--- src/rtl/findmajority_key_loader.sv ---
// findmajority_key_loader: serial key assembler that atomically arms a locked findMajority core
module findmajority_key_loader #(
  parameter int KEY_W = 511,
  parameter int CNT_W = 9
) (
  input  logic             ap_clk,
  input  logic             ap_rst_n,
  input  logic             load_start,
  input  logic             key_valid,
  input  logic             key_bit,
  output logic             key_ready,
  input  logic             host_ap_start,
  input  logic             core_ap_idle,
  output logic             core_ap_start,
  output logic [KEY_W-1:0] working_key,
  output logic             key_loaded,
  output logic [CNT_W-1:0] bit_count,
  output logic             load_err
);
  typedef enum logic [1:0] {IDLE, LOAD, ARMED} state_t;
  state_t           state_q;
  logic [KEY_W-1:0] shift_q, shift_d, key_q;
  logic [CNT_W-1:0] cnt_q;
  logic             loaded_q, err_q, accept, last;
  // Handshake decode: a bit lands only while loading, and the final one commits
  always_comb begin
    accept  = key_valid && state_q == LOAD;
    last    = cnt_q == CNT_W'(KEY_W - 1);
    shift_d = {shift_q[KEY_W-2:0], key_bit};
  end
  // Load FSM; a restart request always beats a bit presented in the same cycle
  always_ff @(posedge ap_clk or negedge ap_rst_n) begin
    if (!ap_rst_n) begin
      state_q  <= IDLE;
      shift_q  <= '0;
      key_q    <= '0;
      cnt_q    <= '0;
      loaded_q <= 1'b0;
      err_q    <= 1'b0;
    end else begin
      case (state_q)
        IDLE, ARMED: begin
          if (load_start) begin
            if (core_ap_idle) begin
              state_q  <= LOAD;
              shift_q  <= '0;
              cnt_q    <= '0;
              loaded_q <= 1'b0;
              err_q    <= 1'b0;
            end else begin
              err_q <= 1'b1;
            end
          end
        end
        LOAD: begin
          if (load_start) begin
            shift_q <= '0;
            cnt_q   <= '0;
          end else if (accept) begin
            shift_q <= shift_d;
            if (last) begin
              key_q    <= shift_d;
              loaded_q <= 1'b1;
              state_q  <= ARMED;
              cnt_q    <= '0;
            end else begin
              cnt_q <= cnt_q + 1'b1;
            end
          end
        end
        default: state_q <= IDLE;
      endcase
    end
  end
  // Core start is gated by the committed key with no added latency
  always_comb begin
    key_ready     = state_q == LOAD;
    core_ap_start = host_ap_start & loaded_q;
    working_key   = key_q;
    key_loaded    = loaded_q;
    bit_count     = cnt_q;
    load_err      = err_q;
  end
endmodule

--- config.mk ---
export PLATFORM = sky130hd
export DESIGN_NAME = findmajority_key_loader
export DESIGN_NICKNAME = d
export VERILOG_FILES = /design/src/rtl/findmajority_key_loader.sv
export SDC_FILE = /design/constraint.sdc
export NUM_CORES = 1
export LEC_CHECK = 0
export CAP_MARGIN = 15
export CORE_MARGIN = 1.5
export CORE_UTILIZATION = 57
export CTS_CLUSTER_DIAMETER = 50
export CTS_CLUSTER_SIZE = 30
export DETAILED_ROUTE_END_ITERATION = 8
export DONT_BUFFER_PORTS = 1
export PLACE_DENSITY = 0.85
export REMOVE_ABC_BUFFERS = 1
export SKIP_LAST_GASP = 1
export SLEW_MARGIN = 20
export SYNTH_ARGS = -nofsm -noshare
export SYNTH_HDL_FRONTEND = slang
export SYNTH_SLANG_ARGS = --single-unit
--- constraint.sdc ---
create_clock -name ap_clk -period 2 [get_ports ap_clk]
set_input_delay 0.6 -clock ap_clk [delete_from_list [all_inputs] [get_ports ap_clk]]
set_output_delay 0.6 -clock ap_clk [all_outputs]
set_load 0.02 [all_outputs]
==> metrics.csv, run 1 <==
stage,metric,value,unit
setup_path,r2r_cells,9,
sta,period_share,1.11,
floorplanning,start_util,0.580,
sta,maxSlewHeadroom,0.169,
clock_tree,cts_buffers,93,
sta,worstMarginPinSlew,1.25,ns
drt,drtAntennaViolNets,0,
sta,setup_violations,511,
status,violations,"negative hold slack, negative setup slack",
setup_path,critPathRequiredTime,2.52,ns
final_layout,drive_above_1_share,0.249,
setup_path,worstPathMaxFanout,14,
placement,portBuffers,0,
logic_synthesis,syn_inst,3364,
final_layout,n_fill_cell,4546,
logic_synthesis,synth_seq_cells,1034,
clock_tree,htree_levels,3,
drt,drcViolationCount,0,
drt,drtIter0Drc,3094,
final_layout,instances_no_fill,4441,
sta,setup_tns,-68.55,ns
sta,clock.fmax,452,MHz
worst_hold_path,worstHoldPathType,in2async,
logic_synthesis,synth_commonest_cells,"dfrtp_1 (1034), nand2_1 (1026), nand3_1 (513), mux2_4 (400), mux2_2 (103)",
status,status,finished with violations,
run,maxCapViolations,0,
setup_path,crit_buf_inv,4,
clock_tree,cts-root-buf,clkbuf_16,
grt,grt_use_total,0.277,
pwr,total_power,41.6,mW
clock_tree,path_clk_slew,0.08,ns
logic_synthesis,synth.most_common_cell,dfrtp_1,
drt,post_drt_via_cell_ratio,6.08,
final_layout,regArea,25900,sq um
final_layout,multi_input_area,14100,sq um
drt,via_count,27000,
floorplanning,fp.dieW,273,microns
logic_synthesis,synth_top_area_share,0.621,
grt,grt_pass1_vias,27100,
setup_path,cp-end-kind,flop,
floorplanning,die_h,273,microns
grt,grt_max_degree,1035,
drt,totalWireLength,109,mm
setup_path,crit_slowest_cell,dfrtp_1,
clock_tree,clk_latency,0.67,ns
drt,dr.pass1.iters,6,
sta,slew_viol_final,0,
logic_synthesis,synth-edff-count,0,
sta,skew,0.0534,ns
setup_path,worst-path-stages,9,
sta,fin_hold_ws,-0.204,ns
logic_synthesis,seq_area_frac_synth,0.621,
floorplanning,die_area,74700,sq um
final_layout,n_antenna_cell,0,
setup_path,reg2reg_slack,-0.21,ns
placement,gp_congestion,0.829,
grt,antenna_found_initial,1,
setup_path,cp-start-kind,flop,
clock_tree,cts_tree,yes,
setup_path,cpPeakStageDelay,0.39,ns
logic_synthesis,synth_largest_area_cell,dfrtp_1,
placement,dp_hpwl,62.7,mm
sta,period_needed,2.21,ns
logic_synthesis,yosys-top-cells-area,"dfrtp_1 (62%), mux2_4 (14%), nand2_1 (9.2%)",
setup_path,worstPathCellList,inv_2 -> ha_4 -> and2_4 -> nand4_1 -> buf_6 -> nor2_8 -> buf_12 -> bufbuf_16 -> mux2_4,
sta,hold_violations,60,
clock_tree,clkSinkCount,1034,
pwr,ir_drop,1.15,mV
logic_synthesis,avgSynthCellArea,12.4,sq um
placement,pre_cts_slack,-0.295,ns
sta,setup_ws,-0.214,ns
setup_path,cp_top_family,buffers and inverters,
grt,grt-ovfl-total,0,
final_layout,synthToLayoutAreaGrowth,13.3,%
logic_synthesis,ys_types,38,
logic_synthesis,synthArstFlopShare,1.00,
logic_synthesis,synthFlopType,dfrtp_1,
pwr,leakagePower,24.8,nW
clock_tree,cts_buffer_depth,3,
placement,dp_cells,4223,
grt,grt_pass1_wl,162,mm
floorplanning,pin_count,531,
logic_synthesis,yosysWarnings,0,
setup_path,arrival,2.74,ns
pwr,power.density,882,nW/um^2
floorplanning,row_count,98,
floorplanning,core_region_area,71900,sq um
final_layout,fin_nets,3422,
sta,rsz0062_at_grt,true,
setup_path,crit_type,reg2reg,
logic_synthesis,mappedNetlistArea,41700,sq um
drt,wl_per_cell,24.4,microns
## routing by layer
metal  vias to the layer above  routed length, microns  GRT usage
li1                      11300                       -          -
met1                     13900                   39800      0.345
met2                      1428                   53200      0.449
met3                       420                    8360     0.0629
met4                         2                    7200      0.159
met5                         -                      13          0
## state kept, by name (all words and copies together) (netlist names)
| name | count |
|---|---|
| working_key | 511 |
| shift_q | 510 |
| bit_count | 9 |
| state_q | 2 |
| key_loaded | 1 |
| load_err | 1 |
## report_power, final
| group | switching [mW] | internal (mW) | leakage [nW] |
|---|---|---|---|
| sequential | 0.0114 | 20.9 | 14.4 |
| combinational | 1.01 | 0.274 | 8.75 |
| clock | 9.64 | 9.81 | 1.64 |
## final cells by class
class / count / area share
Sequential cell: 1034 / 0.548
Multi-Input combinational cell: 2097 / 0.298
Clock inverter: 75 / 0.0216
Clock buffer: 98 / 0.0508
Tap cell: 950 / 0.0252
Inverter: 4 / 0.000371
Timing Repair Buffer: 183 / 0.0562
## cell families after synthesis
family          share of synthesized area
compound gates                    0.00397
fa+ha+maj                        0.000601
buf+inv                            0.0426
flops                               0.621
mux                                 0.174
simple gates                        0.157
## metrics by stage
stage	hold slack (ns)	util	instance area (sq um)
global route	-0.228	0.657	47200
global placement	0.324	0.594	42700
finish	-0.204	0.657	47200
detailed placement	0.325	0.594	42700
CTS	-0.409	0.652	46800
floorplan	0.304	-	39900
## cells in the final DEF (no fill, tap or decap), drive strengths merged
master	n
a21o	2
a21oi	4
a22o	1
a31o	2
a31oi	1
a41o	1
and2	2
and3	3
buf	171
bufbuf	8
bufinv	2
clkbuf	102
clkinv	30
clkinvlp	4
dfrtp	1034
ha	2
inv	43
mux2	511
nand2	1026
nand2b	1
nand3	513
nand3b	1
nand4	1
nor2	5
nor4	1
nor4b	2
o21a	2
o21ai	8
o22a	1
o31a	1
o31ai	2
or3	1
or3b	1
or4	2
## what timing repair did
| item | in CTS | in global routing |
|---|---|---|
| setup buffers | 17 | 10 |
| endpoints found under the setup margin | 505 | 749 |
| cloned | 11 | 4 |
| hold endpoints to repair | 1034 | 76 |
| resized for setup | 39 | 21 |
| pin swaps | 0 | 1 |
## final timing paths
| kind | to | from |
|---|---|---|
| hold reg to reg | shift_q[27] | shift_q[27] |
| setup / recovery | working_key[107] | bit_count[0] |
| max in group asynchronous | shift_q[123] | ap_rst_n |
| hold / removal | working_key[152] | ap_rst_n |
| min in group ap_clk | load_err | core_ap_idle |
| setup reg to reg | working_key[107] | bit_count[0] |
(Power assumes the default switching activity.)
==> run 2, diff against run 1 <==
--- a/config.mk
+++ b/config.mk
@@ -5,7 +5,7 @@
 export SDC_FILE = /design/constraint.sdc
 export NUM_CORES = 1
 export LEC_CHECK = 0
-export CAP_MARGIN = 15
+export CAP_MARGIN = 25
 export CORE_MARGIN = 1.5
 export CORE_UTILIZATION = 57
 export CTS_CLUSTER_DIAMETER = 50
==> results of run 2 <==
No change in the layout: final DEF, timing and power equal those of run 1.
